## src/rtl/eb_credit_tx.sv

```systemverilog
// Credit-based link transmitter: turns a valid/ready stream into a ready-less link
// whose flow control is the remote receiver's credit returns.
module eb_credit_tx #(
   parameter int unsigned DATA_WIDTH      = 16,
   parameter int unsigned CREDITS         = 4,
   parameter bit          GATING_FRIENDLY = 1'b1,
   localparam int unsigned CNT_W          = $clog2(CREDITS + 1)
) (
   input  logic                  clk,
   input  logic                  rst,
   input  logic                  valid_in,
   output logic                  ready_out,
   input  logic [DATA_WIDTH-1:0] data_in,
   output logic                  link_valid,
   output logic [DATA_WIDTH-1:0] link_data,
   input  logic                  credit_in,
   output logic [CNT_W-1:0]      credit_cnt,
   output logic                  idle,
   output logic                  credit_err
);

   localparam logic [CNT_W-1:0] CreditsMax = CNT_W'(CREDITS);

   logic [CNT_W-1:0]      cnt_q, cnt_d;
   logic                  err_q, err_d;
   logic                  valid_q;
   logic [DATA_WIDTH-1:0] data_q, data_d;
   logic                  fire;

   // ready depends on registered count only, so no combinational path from credit_in
   assign ready_out = (cnt_q != '0);
   assign fire      = valid_in & ready_out;

   always_comb begin
      cnt_d = cnt_q;
      err_d = err_q;
      case ({fire, credit_in})
         2'b10: cnt_d = cnt_q - CNT_W'(1);
         2'b01: begin
            if (cnt_q == CreditsMax) begin
               err_d = 1'b1;
            end else begin
               cnt_d = cnt_q + CNT_W'(1);
            end
         end
         default: ;
      endcase
   end

   always_comb begin
      data_d = data_in;
      if (GATING_FRIENDLY && !fire) begin
         data_d = data_q;
      end
   end

   always_ff @(posedge clk) begin
      if (rst) begin
         cnt_q   <= CreditsMax;
         err_q   <= 1'b0;
         valid_q <= 1'b0;
         data_q  <= '0;
      end else begin
         cnt_q   <= cnt_d;
         err_q   <= err_d;
         valid_q <= fire;
         data_q  <= data_d;
      end
   end

   assign link_valid = valid_q;
   assign link_data  = data_q;
   assign credit_cnt = cnt_q;
   assign credit_err = err_q;
   assign idle       = (cnt_q == CreditsMax) & ~valid_q;

endmodule

```

## config.mk

```make
export PLATFORM = sky130hd
export DESIGN_NAME = eb_credit_tx
export DESIGN_NICKNAME = d
export VERILOG_FILES = /design/src/rtl/eb_credit_tx.sv
export SDC_FILE = /design/constraint.sdc
export NUM_CORES = 1
export LEC_CHECK = 0
export ABC_AREA = 0
export BUFFER_PORTS_ARGS = -buffer_cell sky130_fd_sc_hd__buf_2
export CAP_MARGIN = 20
export CORE_UTILIZATION = 40
export CTS_BUF_LIST = sky130_fd_sc_hd__clkbuf_8
export CTS_CLUSTER_DIAMETER = 200
export DETAILED_ROUTE_END_ITERATION = 10
export PLACE_DENSITY = 0.73
export SYNTH_ARGS = -nofsm -noshare
export SYNTH_HDL_FRONTEND = slang
export SYNTH_SLANG_ARGS = --single-unit
```

## constraint.sdc

```tcl
create_clock -name clk -period 2.25 [get_ports clk]
set_clock_uncertainty 0.2 [all_clocks]
set_input_delay 0.225 -clock clk [delete_from_list [all_inputs] [get_ports clk]]
set_output_delay 0.225 -clock clk [all_outputs]
set_load 0.05 [all_outputs]
```

==> impl_metrics.py <==
metrics = {
    "run_status": {
        "status": "finished, final reports clean",
    },
    "synthesis": {
        "ys_seq_area_frac": 0.455,
        "syn-instance-count": 109,
        "syn_nets": 130,
        "synth_area_leader_cell": "dfxtp_1",
        "syn_area_um2": 925,
        "yosysTopAreaCellShare": 0.455,
        "synth_seq_cells": 21,
        "synth_warnings": 0,
        "avgSynthCellArea_um2": 8.48,
        "yosys-top-cells-area": "dfxtp_1 45%, nand2_1 14%, a21oi_2 7.6%",
        "synth.distinct_cells": 26,
    },
    "final_layout": {
        "nNetsFinal": 172,
        "areaGrowthSynthToFinish_pct": 31.1,
        "fin_area_mm2": 0.00121,
        "antenna_cells": 0,
        "drive_gt1_frac": 0.433,
        "finish.utilization": 0.553,
    },
    "power_and_ir_drop": {
        "ir_worst_vdd_mv": 0.463,
        "p_per_area_mw_per_mm2": 1010,
        "clkPwrFrac": 0.194,
        "p_sw_frac": 0.435,
        "p_leak_nw": 0.539,
        "cellInternalPower_mw": 0.693,
        "switchingPower_mw": 0.535,
        "seqPwrFrac": 0.397,
        "combPwrFrac": 0.409,
    },
    "grt": {
        "grt_start_max_net_pins": 22,
        "grt.overflow.total": 0,
        "grt_pass1_vias": 806,
        "grt.total_usage": 0.178,
        "grt_pass1_wl_um": 3410,
        "antenna_found_initial": 0,
    },
    "worst_setup_path": {
        "worst_r2r_path_depth": 5,
        "endpoint_kind": "flip-flop",
        "crit_family": "compound AO/OA/AOI/OAI gates",
        "r2r_start": "credit_cnt[2]$_SDFFE_PP1P_",
        "critical-path-max-stage-delay_ns": 0.55,
        "worstPathMaxFanout": 9,
        "cp-startpoint": "credit_cnt[2]$_SDFFE_PP1P_",
        "cp-start-kind": "flip-flop",
        "path_cells": "o31ai_4 > nand2_2 > fa_2 > o2111ai_1 > a211oi_1",
        "path_class": "flip-flop to flip-flop",
        "path_depth": 5,
        "crit_buf_inv": 0,
        "cp_slowest_cell": "fa_2",
        "required_ns": 2.22,
        "arrival_ns": 1.84,
    },
    "timing": {
        "clock.fmax_ghz": 0.534,
        "rsz0062_at_grt": "false",
        "slew_headroom": 0.694,
        "period_needed_ns": 1.87,
        "tightest_slew_ns": 0.459,
        "setup_viol": 0,
        "hold_viol": 0,
        "finalMaxSlewViolations": 0,
        "fin_setup_tns_ns": 0,
        "post-route-period-util": 0.832,
    },
    "clock_network": {
        "cts_tree": "done",
        "clkTransAtPathRegs_ns": 0.07,
        "cts_buffers": 3,
        "cts_buffer_depth": 2,
        "cts_root_buf": "clkbuf_8",
        "htree_levels": 1,
        "cts.sinks": 21,
        "post_cts_resize_count": 0,
        "postCtsSetupRepairBufs": 0,
        "postCtsHoldBufs": 2,
        "clock_latency_ns": 0.25,
    },
    "detailed_routing": {
        "first_pass_iters": 2,
        "vias": 851,
        "ant_nets": 0,
        "viasPerCell": 4.78,
        "drt_iter0_markers": 5,
        "wl_per_cell_um": 11.5,
        "drc": 0,
        "drt_wl_total_um": 2050,
    },
    "floorplanning": {
        "die_y_um": 50.1,
        "ios": 43,
        "die_area_mm2": 0.00251,
        "die_x_um": 50.1,
        "rows": 17,
        "coreArea_mm2": 0.00219,
        "initial_core_util": 0.422,
    },
    "job": {
        "drv_cap": 0,
    },
    "placed_design": {
        "dpl_cell_area_mm2": 0.00114,
        "port_buffers": 42,
        "place_congestion": 0.734,
        "hpwl_um": 1460,
    },
    "min_path": {
        "hold_class": "input port to flip-flop",
        "holdPathStages": 3,
        "min_from": "data_in[0]",
    },
}
per-layer routing:
| layer | track usage | vias up | part of all wire |
|---|---|---|---|
| met2 | 0.293 | 24 | 0.47 |
| li1 | - | 443 | - |
| met5 | 0 | - | 0 |
| met1 | 0.224 | 380 | 0.47 |
| met4 | 0.0714 | 0 | 0.012 |
| met3 | 0.0370 | 4 | 0.044 |
through the flow:
stage | cells | total power [mW] | setup slack [ns] | hold slack, ns
6_report | 178 | 1.23 | 0.378 | 0.00457
5_1_grt | 178 | 1.30 | 0.292 | 0.0110
4_1_cts | 177 | 1.24 | 0.353 | 0.000813
3_5_place_dp | 171 | 0.997 | 0.372 | 0.248
3_3_place_gp | 171 | 0.978 | 0.442 | 0.240
2_1_floorplan | 109 | 0.915 | 0.00500 | 0.151
kinds of logic after synthesis:
family / Yosys count / share of synthesized area
flops: 21 / 0.455
fa+ha+maj: 1 / 0.0217
xor+xnor: 2 / 0.0189
compound gates: 27 / 0.230
buf+inv: 12 / 0.0717
simple gates: 46 / 0.203
placed cells by master, fill, tap and decap left out, types with 2 or more instances in the layout:
| master | n |
|---|---|
| inv_1 | 3 |
| nand2_2 | 3 |
| buf_2 | 42 |
| dfxtp_1 | 18 |
| o2111ai_1 | 2 |
| dfxtp_4 | 2 |
| nand2_1 | 33 |
| a21oi_1 | 9 |
| nor2_1 | 5 |
| dlygate4sd3_1 | 3 |
| clkbuf_8 | 3 |
| nand3_1 | 2 |
| a21oi_2 | 8 |
sequential cells by signal, indices dropped and copies added, names as in the netlist:
signal / flops
credit_err: 1
credit_cnt: 3
link_valid: 1
link_data: 16
power by group through the flow:
| stage | clock network, mW | logic (mW) | registers (mW) |
|---|---|---|---|
| 6_report | 0.238 | 0.503 | 0.487 |
| 5_1_grt | 0.264 | 0.537 | 0.498 |
| 4_1_cts | 0.247 | 0.505 | 0.487 |
| 3_5_place_dp | 0 | 0.502 | 0.496 |
| 3_3_place_gp | 0 | 0.488 | 0.490 |
| 2_1_floorplan | 0 | 0.287 | 0.628 |
cell usage after synthesis:
library cell,number
or2_2,1
a31oi_1,1
nand2_1,34
xnor2_1,1
o211ai_1,1
a211oi_1,1
dfxtp_1,21
nand2b_1,1
nand3_1,2
a41oi_1,1
buf_6,2
a21oi_2,8
inv_1,3
a21oi_1,9
fa_1,1
o31a_2,1
clkbuf_1,2
nand2_2,2
buf_2,5
or3_1,1
xor2_1,1
o221ai_1,1
nor2_1,5
o31ai_4,1
o32a_1,1
o2111ai_1,2
final timing paths:
kind                                              endpoint  slack, ns
worst max-delay path            credit_cnt[1]$_SDFFE_PP0P_       0.38
worst min register to register   link_data[1]$_SDFFE_PP0P_       0.26
worst max register to register  credit_cnt[1]$_SDFFE_PP0P_       0.38
worst min-delay path             link_data[0]$_SDFFE_PP0P_      0.005
tightest hold or removal path: stages:
cell and delay, ns:
buf_2 0.09, nand2_1 0.04, a21oi_1 0.05
layout make-up:
type / count / area [µm²]
clock buffers: 3 / 41.3
clock inverters: 1 / 5.00
fillers: 213 / 978
inverters: 3 / 11.3
multi-input cells: 76 / 443
flip-flops and latches: 21 / 429
well taps: 28 / 35.0
repair buffers: 46 / 248
(Power assumes the default switching activity.)
